$ cat src/rtl/mem_word_sequencer.sv
// Word-to-byte RAM sequencer: one 32-bit big-endian load/store as four byte accesses.
// Optional MISALIGN_TRAP_EN: misaligned requests complete at once with rsp_err.
module mem_word_sequencer #(
  parameter int AW = 16
) (
  input  logic          clk,
  input  logic          rst_n,
  input  logic          req_valid,
  input  logic          req_write,
  input  logic [31:0]   req_addr,
  input  logic [31:0]   req_wdata,
  output logic          req_ready,
  output logic          rsp_valid,
  output logic [31:0]   rsp_rdata,
  output logic          rsp_err,
  output logic [AW-1:0] ram_addr,
  output logic          ram_we,
  output logic [7:0]    ram_wdata,
  input  logic [7:0]    ram_rdata
);

  typedef enum logic [1:0] {
    IDLE, ISSUE, DRAIN, DONE
  } state_e;

  state_e        state_q, state_d;
  logic [1:0]    cnt_q, cnt_d;
  logic [AW-1:0] base_q, base_d;
  logic          wr_q, wr_d;
  logic [31:0]   wbuf_q, wbuf_d;
  logic [23:0]   rbuf_q, rbuf_d;
  logic [31:0]   rdata_q, rdata_d;
  logic          err_q, err_d;
  logic          accept;
  logic          misalign;
  logic          unused_addr_hi;

  assign unused_addr_hi = ^req_addr[31:AW];
  assign accept = req_valid & (state_q == IDLE);

`ifdef MISALIGN_TRAP_EN
  assign misalign = (req_addr[1:0] != 2'b00);
`else
  assign misalign = 1'b0;
`endif

  always_ff @(posedge clk or negedge rst_n) begin
    if (!rst_n) begin
      state_q <= IDLE;
    end else begin
      state_q <= state_d;
    end
  end

  always_ff @(posedge clk or negedge rst_n) begin
    if (!rst_n) begin
      cnt_q   <= '0;
      base_q  <= '0;
      wr_q    <= 1'b0;
      wbuf_q  <= '0;
      rbuf_q  <= '0;
      rdata_q <= '0;
      err_q   <= 1'b0;
    end else begin
      cnt_q   <= cnt_d;
      base_q  <= base_d;
      wr_q    <= wr_d;
      wbuf_q  <= wbuf_d;
      rbuf_q  <= rbuf_d;
      rdata_q <= rdata_d;
      err_q   <= err_d;
    end
  end

  always_comb begin
    state_d = state_q;
    unique case (state_q)
      IDLE: begin
        if (accept) begin
          state_d = misalign ? DONE : ISSUE;
        end
      end
      ISSUE: begin
        if (cnt_q == 2'd3) begin
          state_d = wr_q ? DONE : DRAIN;
        end
      end
      DRAIN:   state_d = DONE;
      DONE:    state_d = IDLE;
      default: state_d = IDLE;
    endcase
  end

  // Read data lags the address by one cycle, so byte k lands at cnt k+1.
  always_comb begin
    cnt_d   = cnt_q;
    base_d  = base_q;
    wr_d    = wr_q;
    wbuf_d  = wbuf_q;
    rbuf_d  = rbuf_q;
    rdata_d = rdata_q;
    err_d   = err_q;
    unique case (state_q)
      IDLE: begin
        if (accept) begin
          base_d = req_addr[AW-1:0];
          wr_d   = req_write;
          wbuf_d = req_wdata;
          cnt_d  = 2'd0;
          err_d  = misalign;
        end
      end
      ISSUE: begin
        cnt_d = cnt_q + 2'd1;
        if (cnt_q != 2'd0) begin
          rbuf_d = {rbuf_q[15:0], ram_rdata};
        end
      end
      DRAIN: begin
        rdata_d = {rbuf_q, ram_rdata};
      end
      default: ;
    endcase
  end

  always_comb begin
    req_ready = (state_q == IDLE);
    rsp_valid = (state_q == DONE);
    rsp_rdata = rdata_q;
    ram_we    = (state_q == ISSUE) & wr_q;
    ram_addr  = base_q;
    if (state_q == ISSUE) begin
      ram_addr = base_q + AW'(cnt_q);
    end
    unique case (cnt_q)
      2'd0:    ram_wdata = wbuf_q[31:24];
      2'd1:    ram_wdata = wbuf_q[23:16];
      2'd2:    ram_wdata = wbuf_q[15:8];
      default: ram_wdata = wbuf_q[7:0];
    endcase
`ifdef MISALIGN_TRAP_EN
    rsp_err = (state_q == DONE) & err_q;
`else
    rsp_err = 1'b0 & err_q;
`endif
  end

endmodule

$ cat config.mk
export PLATFORM = sky130hd
export DESIGN_NAME = mem_word_sequencer
export DESIGN_NICKNAME = d
export VERILOG_FILES = /design/src/rtl/mem_word_sequencer.sv
export SDC_FILE = /design/constraint.sdc
export NUM_CORES = 1
export LEC_CHECK = 0
export ABC_AREA = 1
export BUFFER_PORTS_ARGS = -buffer_cell sky130_fd_sc_hd__buf_2
export CAP_MARGIN = 20
export CORE_ASPECT_RATIO = 0.6
export CORE_MARGIN = 4
export CORE_UTILIZATION = 50
export DETAILED_ROUTE_END_ITERATION = 10
export PLACE_DENSITY = 0.84
export SYNTH_ARGS = -nofsm -noshare
export SYNTH_HDL_FRONTEND = slang
export SYNTH_SLANG_ARGS = --single-unit
$ cat constraint.sdc
create_clock -name clk -period 3.53 [get_ports clk]
set_input_delay 0.1765 -clock clk [delete_from_list [all_inputs] [get_ports clk]]
set_output_delay 0.1765 -clock clk [all_outputs]
set_load 0.05 [all_outputs]
**Word-level counts from Yosys, hierarchy flattened**

Index checks and enable logic that the tools add are counted.

- Output and inout port bits: 60
- Logic and storage cells: 35
- Register bits after elaboration: 109

- Add/subtract/negate cells: 2
- Reduce and logical (&&, ||, !) cells: 8
- Bitwise operators: 2
- Equal/unequal tests: 8
- Mux-type cells: 8

Operators by type and width:

| operator | number |
|---|---|
| case mux 8 bit (3 select lines) | 1 |
| adder 16 x 2 -> 16 bit | 1 |
| 2-to-1 mux 16 bit | 1 |
| equality test 2 bit (second input constant) | 4 |
| case mux 2 bit (4 select lines) | 1 |
| AND reduction 2 bit | 4 |
| 2-to-1 mux 2 bit | 3 |
| equality test 2 x 1 -> 1 bit (second input constant) | 2 |
| zero test 2 bit | 2 |
| case mux 2 bit (2 select lines) | 1 |
| nonzero test 2 bit | 2 |
| adder 2 x 1 -> 2 bit (second input constant) | 1 |
| AND 1 bit | 2 |
| inequality test 2 x 1 -> 1 bit (second input constant) | 1 |
| inequality test 2 bit (second input constant) | 1 |
| 2-to-1 mux 1 bit | 1 |

**Logic depth before layout (Yosys ltp)**

Gate-level depths: netlist (run 1).

- Word-level depth: 4
- Mapped depth: 10
- Gate-level depth less buffers: 10

**Worst setup path after synthesis (run 1)**

Ideal clock, no wire load.

- Kind: register -> output
- From: reg cnt_q[0]
- To: out ram_addr[1]
- Path buffers: 0
- Arrival: 2167 ps
- Path slack: 1186 ps
- Stages on the path, launching flop included: 5
- Path through: dfrtp_1 -> ha_1 -> inv_1 -> fa_1 -> o21ai_0

- Word-level cells in the longest chain between the ends: 2

Ends and longest elaborated chain:

| what | RTL line | RTL |
|---|---|---|
| start: declaration | 27 | `logic [1:0] cnt_q, cnt_d;` |
| start signal: assignment | 65 | `cnt_q <= cnt_d;` |
| adder 16 x 2 -> 16 bit | 133 | `ram_addr = base_q + AW'(cnt_q);` |
| 2-to-1 mux 16 bit | 132 | `if (state_q == ISSUE) begin` |
| end: declaration | 16 | `output logic [AW-1:0] ram_addr,` |

No other way between the ends.

**Worst setup path in the final report (run 1)**

- From: reg state_q[1]
- To: out ram_addr[11]

- Word-level cells in the longest chain between the ends: 2

Ends and longest elaborated chain:

| what | RTL line | RTL |
|---|---|---|
| start: declaration | 26 | `state_e state_q, state_d;` |
| start signal: assignment | 51 | `state_q <= state_d;` |
| equality test 2 x 1 -> 1 bit | 132 |  |
| 2-to-1 mux 16 bit | 132 |  |

No other way between the ends.

==> results of run 1 <==
-- cell usage in the layout, fill, tap and decap left out, types with 2 or more instances in the layout --
cell,netlist,layout
buf_2,10,117
dfrtp_1,109,109
nand2_1,67,66
mux2_2,50,50
nor2_1,49,49
inv_1,43,43
a21oi_1,33,33
o21ai_0,12,12
ha_1,10,9
clkbuf_16,0,9
a31oi_1,8,8
nand3_1,8,8
mux2_1,8,8
a21oi_2,8,8
o21ai_1,7,7
o21ai_2,6,6
xnor2_1,4,4
nand4_1,3,3
xor2_1,3,3
clkinvlp_4,0,3
buf_4,1,3
nor2_2,2,2
nand2_2,1,2
-- cell families (layout without fill, tap and decap cells) --
kind of cell / count (synthesis) / after routing / share of synthesized area, %
mux: 58 / 58 / 13.4
other cells: 1 / 1 / 0.0768
xor+xnor: 7 / 7 / 1.26
buf+inv: 66 / 180 / 6.46
compound gates: 74 / 74 / 8.87
flops: 109 / 109 / 55.9
simple gates: 133 / 133 / 11.1
fa+ha+maj: 11 / 11 / 2.97
-- worst max-delay path by stage --
| stage | startpoint | cells after the start | endpoint |
|---|---|---|---|
| floorplan | cnt_q[0] | 4 | ram_addr[1] |
| global placement | state_q[0] | 4 | wbuf_q[6] |
| detailed placement | cnt_q[0] | 11 | ram_addr[10] |
| CTS | cnt_q[0] | 11 | ram_addr[10] |
| global route | cnt_q[0] | 11 | ram_addr[10] |
| finish | state_q[1] | 8 | ram_addr[11] |
-- layout make-up --
cell class | instances | area share, %
clock inverters | 6 | 1.25
repair buffers | 121 | 10.8
well taps | 130 | 2.79
multi-input cells | 284 | 31.6
clock buffers | 9 | 3.87
inverters | 44 | 2.88
flip-flops and latches | 109 | 46.8
-- worst register-to-register path: cells and delay by family (launching register included) --
family,cells,cell delay (ps)
fa+ha+maj,1,260
buf+inv,2,380
flops,1,420
mux,1,370
simple gates,1,500
-- flip-flops by register name, indices dropped and copies added, names as in the netlist --
register   count
base_q        16
wr_q           1
cnt_q          2
state_q        2
rbuf_q        24
rsp_rdata     32
wbuf_q        32
-- per-layer routing --
layer  wire length [µm]  share of wire (%)  track usage (%)  up-vias
li1                   -                  -                -     1707
met1               4630                 46             24.4     1660
met2               4770                 48             30.9       89
met3                562                5.6             4.79        8
met4                 65               0.65             4.03        2
met5                  7              0.070                0        -
-- metrics by stage --
stage | utilization (%) | setup slack (ps) | instance area, µm² | hold slack [ps]
6_report | 62.5 | 1020 | 5830 | -28.6
2_1_floorplan | - | 1190 | 4880 | -119
5_1_grt | 62.5 | 823 | 5830 | 46.1
3_3_place_gp | 59.1 | 1360 | 5510 | 360
3_5_place_dp | 59.3 | 1380 | 5530 | 384
4_1_cts | 62.5 | 997 | 5830 | 19.2
-- Yosys cell counts (10+ instances only) --
| master | n |
|---|---|
| a21oi_1 | 33 |
| buf_2 | 10 |
| dfrtp_1 | 109 |
| ha_1 | 10 |
| inv_1 | 43 |
| mux2_2 | 50 |
| nand2_1 | 67 |
| nor2_1 | 49 |
| o21ai_0 | 12 |
==> reports/results.ini, run 1 <==
[clocking]
clk_latency_ps=330
cts_sinks=109
cts_root_buf=clkbuf_16
cts_hold_buf=0
cts_resized=0
cts_tree=done
clockBufferDepth=2
numCtsBuffers=9
post-cts-setup-buffers=0
clk_pin_slew_ps=70
htree_levels=3

[sta]
rsz0062_at_grt=false
setup_tns_ps=0
fmax_mhz=399
holdWs_ps=-28.6
fin_crit_ps=2510
maxSlewViolCount=0
slew_headroom_pct=37.5
post-route-period-util_pct=71.0
fin_worst_skew_ps=6.70
setup_violations=0
finalHoldViolations=14
worstMarginPinSlew_ps=937

[job]
cap_violations=0

[layout]
seq_area_mm2=0.00273
diodes=0
nets=656
multi_input_comb_area_mm2=0.00184
stdcell_count=703
drive_above_1_share_pct=36.3
nFillCells=799
area.growth.synth_to_final_pct=19.4

[die]
die_w_um=136
die-area_mm2=0.0115
initial_utilization_pct=52.3
rows=27
core_mm2=0.00932
die_height_um=84.5
io_pins=136

[detailed_routing]
vias=3466
dr.pass1.iters=4
drcViolationCount=0
via_per_inst=4.93
drt_wl_total_mm=10.0
wl_per_cell_um=14.3
ant_nets=0
drt-initial-drc-count=208

[global_route]
antenna_found_initial=1
grt_remaining_overflow=0
track_usage_pct=18.4
grt_max_degree=77
grt_pass1_wl_mm=17.2
grt_pass1_vias=3674

[worst_setup_path]
crit_fanout=8
r2r-start=state_q[1]
r2r_slack_ps=1490
critPathMaxStageDelay_ps=430
critPathRequiredTime_ps=3350
crit_family=simple AND/OR/NAND/NOR gates
cp_num_buf_inv=2
r2r_cells=5
crit_path_cell_trace=inv_1 > ha_1 > nand2_1 > nor2_2 > nand2_2 > nor2_4 > xor2_1 > buf_2
slowest_stage=dfrtp_1
path_class=flip-flop to primary output
arrival_ps=2330
cp-end-kind=primary output
crit_path_start_kind=flip-flop
r2r_end=wbuf_q[12]

[synth]
ys_types=31
synth_edf_count=0
synth_top_area_share_pct=55.9
synth_area_leaders=dfrtp_1 (56%), mux2_2 (12%), nand2_1 (5.2%), nor2_1 (3.8%), a21oi_1 (3.4%)
synthArstFlopShare_pct=100
yosys_warnings=0
ys_seq_area_share_pct=55.9
synth_seq_cells=109
syn_inst=459
ys.flop_type=dfrtp_1
syn_area_mm2=0.00488
synth_area_leader_cell=dfrtp_1
postSynthAreaPerCell_um2=10.6
syn_nets=546

[status]
status=finished, violations left
violations=negative hold slack

[placement]
place_congestion=0.831
dp.cells=688
io_buffer_count=118
hpwlAfterDp_mm=7.43

[hold_path]
hold_class=input pin to asynchronous set/reset pin

Power of run 1 is left out: the tool's default activity adds up to more than one toggle a clock period on the data nets, which glitch-free logic cannot reach.
==> run 2, diff against run 1 <==
==> constraint.sdc (replaced) <==
create_clock -name clk -period 2.4 [get_ports clk]
set_input_delay 0.12 -clock clk [delete_from_list [all_inputs] [get_ports clk]]
set_output_delay 0.12 -clock clk [all_outputs]
set_load 0.05 [all_outputs]
==> run 2 against run 1 <==
  * The flow now finishes without violations
  * Global-route usage is 0.26 points higher
  * Non-clock buffer count is 15 higher
  * Via count is 2.9% higher
  * Count of clock-buffer cells in the layout stayed put
  * Sequential share of layout area is 1.5 points lower
  * Die area stayed put
  * First-iteration DRC count is 8.2% lower
  * Clock skew is 1.3 ps lower
  * Critical path type unchanged
==> reports/results.ini, run 2 (synthesis gave the netlist of run 1 again) <==
[status]
status=complete, no violations

[sta]
rsz0062_at_grt=true
fin_worst_skew_ps=5.36
post-route-period-util_pct=93.4
maxSlewViolCount=0
setup_violations=0
fmax_mhz=446
finalHoldViolations=0
fin_crit_ps=2240
worstMarginPinSlew_ps=730
slew_headroom_pct=51.3
setup_tns_ps=0

[clocking]
cts_root_buf=clkbuf_16
htree_levels=3
numCtsBuffers=9
clockBufferDepth=2
clk_latency_ps=340
clk_pin_slew_ps=70
cts_tree=done
cts_sinks=109

[hold_path]
hold_end=wbuf_q[31]
hp-start=req_wdata[31]
hold_path_depth=2
hold_class=input pin to flip-flop

[worst_setup_path]
r2r_slack_ps=460
r2r_cells=6
arrival_ps=2120
crit_fanout=3
r2r-start=cnt_q[0]
r2r_end=rbuf_q[6]
critPathRequiredTime_ps=2280
path_class=flip-flop to primary output
cp-end-kind=primary output
crit_path_start_kind=flip-flop

[global_route]
grt_pass1_vias=3627
track_usage_pct=18.7
antenna_found_initial=1
grt_pass1_wl_mm=17.3
grt_remaining_overflow=0
grt_max_degree=58

[die]
initial_utilization_pct=52.3
die-area_mm2=0.0115
core_mm2=0.00932
die_height_um=84.5
die_w_um=136
io_pins=136
rows=27

[layout]
drive_above_1_share_pct=36.7
final_cell_mix=buf_2 (115), dfrtp_1 (109), nand2_1 (66)
stdcell_area_mm2=0.00601
seq_area_mm2=0.00273
stdcell_count=719
diodes=0
nets=671
multi_input_comb_area_mm2=0.00186
nFillCells=755
final_common_cell=buf_2
area.growth.synth_to_final_pct=23.3

[power_and_ir_drop]
peakVddDrop_v=0.000997
power_density_mw_per_mm2=1670
leakage_nw=3.00

[detailed_routing]
vias=3568
dr.pass1.iters=5
ant_nets=0
via_per_inst=4.96
drcViolationCount=0
drt-initial-drc-count=191
drt_wl_total_mm=10.4
wl_per_cell_um=14.4

[job]
cap_violations=0

[placement]
dp.cells=690
io_buffer_count=118
hpwlAfterDp_mm=7.53
place_congestion=0.862
placed_area_mm2=0.00556

[run 2: changes by cell type in the layout (fill, tap and decap cells not counted), moves of 2 or more]
cell,change
clkinvlp_4,-2
dlygate4sd3_1,+12
inv_6,+3
buf_4,+3
buf_2,-2
ha_1,-2
[run 2: critical path, cell delays in order, from the launching register on]
cell and delay, ps:
dfrtp_1 380, ha_2 190, inv_1 50, fa_1 370
inv_1 90, nand2_1 90, nor2_2 130, nand4_1 110
nand2_1 70, inv_1 30, nor2_1 110, buf_6 170
[run 2: area by class of cell]
type                    instances  area share [%]
flip-flops and latches        109            45.4
well taps                     130            2.70
multi-input cells             284            30.9
clock inverters                 7            1.33
inverters                      44            2.79
repair buffers                136            13.2
clock buffers                   9            3.74
[run 2: metrics by stage]
stage	total power (W)	utilization (%)	worst slack, ps	hold WS [ps]
after detailed placement	0.00853	59.6	341	224
after CTS	0.0101	63.9	18.0	0.957
final	0.0101	64.5	158	12.0
after global routing	0.0107	64.5	-35.4	0.0587
after global placement	0.00831	59.6	398	208
after floorplan	0.00736	-	113	-176
[run 2: worst max-delay path by stage]
stage / start / end / slack [ps] / depth (start not counted)
after floorplan: cnt_q[0] / ram_addr[1] / 110 / 4
after global placement: cnt_q[0] / ram_addr[10] / 400 / 11
after detailed placement: cnt_q[0] / ram_addr[6] / 340 / 9
after CTS: cnt_q[0] / ram_addr[6] / 20 / 9
after global routing: base_q[0] / ram_addr[10] / -40 / 11
final: base_q[0] / ram_addr[10] / 160 / 11
[run 2: repair_timing]
action                                 in CTS  in global routing
hold buffers                                9                  3
buffers inserted                            0                  1
setup endpoints to repair                   3                  8
cloned                                      0                  0
gates resized for setup                     3                  5
endpoints found under the hold margin      63                  3
[run 2: metal layers]
layer	global-route usage [%]	up-vias	part of all wire, %
li1	-	1745	-
met1	25.1	1718	46
met2	30.4	92	47
met3	5.57	11	5.7
met4	4.03	2	0.88
met5	0	-	0.19
[run 2: report_power, final]
part / internal (W) / switching (W)
sequential: 0.00276 / 0.000578
clock: 0.000827 / 0.000690
combinational: 0.00160 / 0.00360
total: 0.00519 / 0.00487
(Power assumes the default switching activity.)
==> run 3, diff against run 2 <==
--- a/config.mk
+++ b/config.mk
@@ -8,11 +8,13 @@
 export ABC_AREA = 1
 export BUFFER_PORTS_ARGS = -buffer_cell sky130_fd_sc_hd__buf_2
 export CAP_MARGIN = 20
+export CELL_PAD_IN_SITES_DETAIL_PLACEMENT = 1
+export CELL_PAD_IN_SITES_GLOBAL_PLACEMENT = 1
 export CORE_ASPECT_RATIO = 0.6
 export CORE_MARGIN = 4
-export CORE_UTILIZATION = 50
+export CORE_UTILIZATION = 40
 export DETAILED_ROUTE_END_ITERATION = 10
-export PLACE_DENSITY = 0.84
+export PLACE_DENSITY = 0.87
 export SYNTH_ARGS = -nofsm -noshare
 export SYNTH_HDL_FRONTEND = slang
 export SYNTH_SLANG_ARGS = --single-unit
==> run 3 against run 2 <==
  * Combinational power rose by 4%
  * Wire length rose by 24%
  * Sequential share of layout area fell by 0.29 points
  * Sequential power barely moved
  * Largest cell class unchanged
==> reports/results.ini, run 3 (synthesis gave the netlist of run 1 again) <==
[status]
status=complete, no violations

[global_route]
met3_usage_pct=3.78
grt_max_degree=58
antenna_found_initial=0
grt_pass1_wl_mm=20.5
gr-usage-met2_pct=31.4
grt_remaining_overflow=0
grt_pass1_vias=3991
track_usage_pct=18.5
grt_most_used_layer=met2
met1_usage_pct=25.0

[hold_path]
hold_class=input pin to flip-flop

[clocking]
clk_pin_slew_ps=70
cts_root_buf=clkbuf_16
cts_sinks=109
cts_tree=done
numCtsBuffers=9
clockBufferDepth=2
clk_latency_ps=340
htree_levels=3

[layout]
drive_above_1_share_pct=37.6
final_common_cell=buf_2
final_cell_mix=buf_2 (115), dfrtp_1 (109), nand2_1 (65)
nets=670
seq_area_mm2=0.00273
multi_input_comb_area_mm2=0.00186
nFillCells=1325
diodes=0
area.growth.synth_to_final_pct=24.1

[sta]
post-route-period-util_pct=94.2
slew_headroom_pct=52.5
rsz0062_at_grt=false
fin_worst_skew_ps=8.31
maxSlewViolCount=0
setup_violations=0
fmax_mhz=442
fin_crit_ps=2260
setup_tns_ps=0
worstMarginPinSlew_ps=712
finalHoldViolations=0

[detailed_routing]
drcViolationCount=0
drt-initial-drc-count=144
vias=3677
drt_wl_total_mm=12.9
ant_nets=0
wl_per_cell_um=17.2
via_per_inst=4.92
dr.pass1.iters=4

[worst_setup_path]
crit_fanout=5
cp-end-kind=primary output
path_class=flip-flop to primary output
critPathRequiredTime_ps=2280
arrival_ps=2140
r2r_slack_ps=490
crit_path_start_kind=flip-flop

[die]
io_pins=136
die-area_mm2=0.0141
die_height_um=93.6
die_w_um=151
initial_utilization_pct=42.1
core_mm2=0.0116
rows=30

[power_and_ir_drop]
leakage_nw=3.00
share_comb_of_total_power_pct=52.4
power_w=0.0103
power.switching_w=0.00503
power_density_mw_per_mm2=1700
peakVddDrop_v=0.000520
seqPwrFrac_pct=32.6
p_int_w=0.00526
power_frac_clock_pct=15.0
swShare_pct=48.9

[placement]
place_congestion=0.827
io_buffer_count=118
hpwlAfterDp_mm=9.55

[job]
cap_violations=0

-- run 3: changes by cell type in the layout (fill, tap and decap cells not counted), sizes merged --
cell         delta
buf             +2
clkbuf          +3
dlygate4sd3     -4
inv             -2
-- run 3: final cells by class --
| cell class | count | share of cell area [%] |
|---|---|---|
| Sequential cell | 109 | 45.1 |
| Timing Repair Buffer | 135 | 13.0 |
| Multi-Input combinational cell | 284 | 30.8 |
| Clock buffer | 11 | 4.01 |
| Tap cell | 160 | 3.31 |
| Inverter | 44 | 2.77 |
| Clock inverter | 5 | 1.10 |
-- run 3: power by group through the flow --
stage | clock (W) | combinational (W) | sequential (W)
6_report | 0.00154 | 0.00539 | 0.00336
5_1_grt | 0.00166 | 0.00579 | 0.00348
4_1_cts | 0.00157 | 0.00542 | 0.00336
3_5_place_dp | 0 | 0.00536 | 0.00340
3_3_place_gp | 0 | 0.00515 | 0.00330
2_1_floorplan | 0 | 0.00324 | 0.00412
-- run 3: routing by layer --
layer	part of all wire, %	wire [µm]
met1	47	5990
met2	49	6260
met3	4.1	527
met4	0.77	99
met5	0	0
-- run 3: worst max-delay path: stages (launching register included) --
cell	delay (ps)
dfrtp_1	420
inv_1	130
ha_2	250
nand2_1	80
nor2_2	160
nand2_2	120
nor2_4	210
nand3_1	110
nand2_1	90
clkbuf_4	240
-- run 3: final timing paths --
kind                                 endpoint  cells past startpoint         start
worst max-delay path             ram_addr[13]                      9    state_q[1]
worst min-delay path                wbuf_q[7]                      2  req_wdata[7]
worst max register to register      rbuf_q[2]                      7      cnt_q[0]
worst min register to register     rbuf_q[20]                      2    rbuf_q[20]
max in group asynchronous          wbuf_q[11]                      3         rst_n
min in group asynchronous       rsp_rdata[14]                      2         rst_n
-- run 3: what timing repair did --
item | 4_1_cts | 5_1_grt
pin swaps | 0 | 4
setup buffers | 1 | 1
hold buffers | 7 | 1
endpoints found under the hold margin | 58 | 1
gates resized for setup | 2 | 9
endpoints found under the setup margin | 3 | 4
-- run 3: stage by stage --
stage,utilization (%),cell area (µm²),setup slack [ps],instances,hold slack (ps)
after floorplan,-,4880,113,459,-176
after global placement,48.5,5620,304,722,203
after detailed placement,48.5,5620,196,722,219
after CTS,51.8,6010,14.1,746,4.40
after global routing,52.2,6050,0.552,748,4.29
final,52.2,6050,139,748,14.1
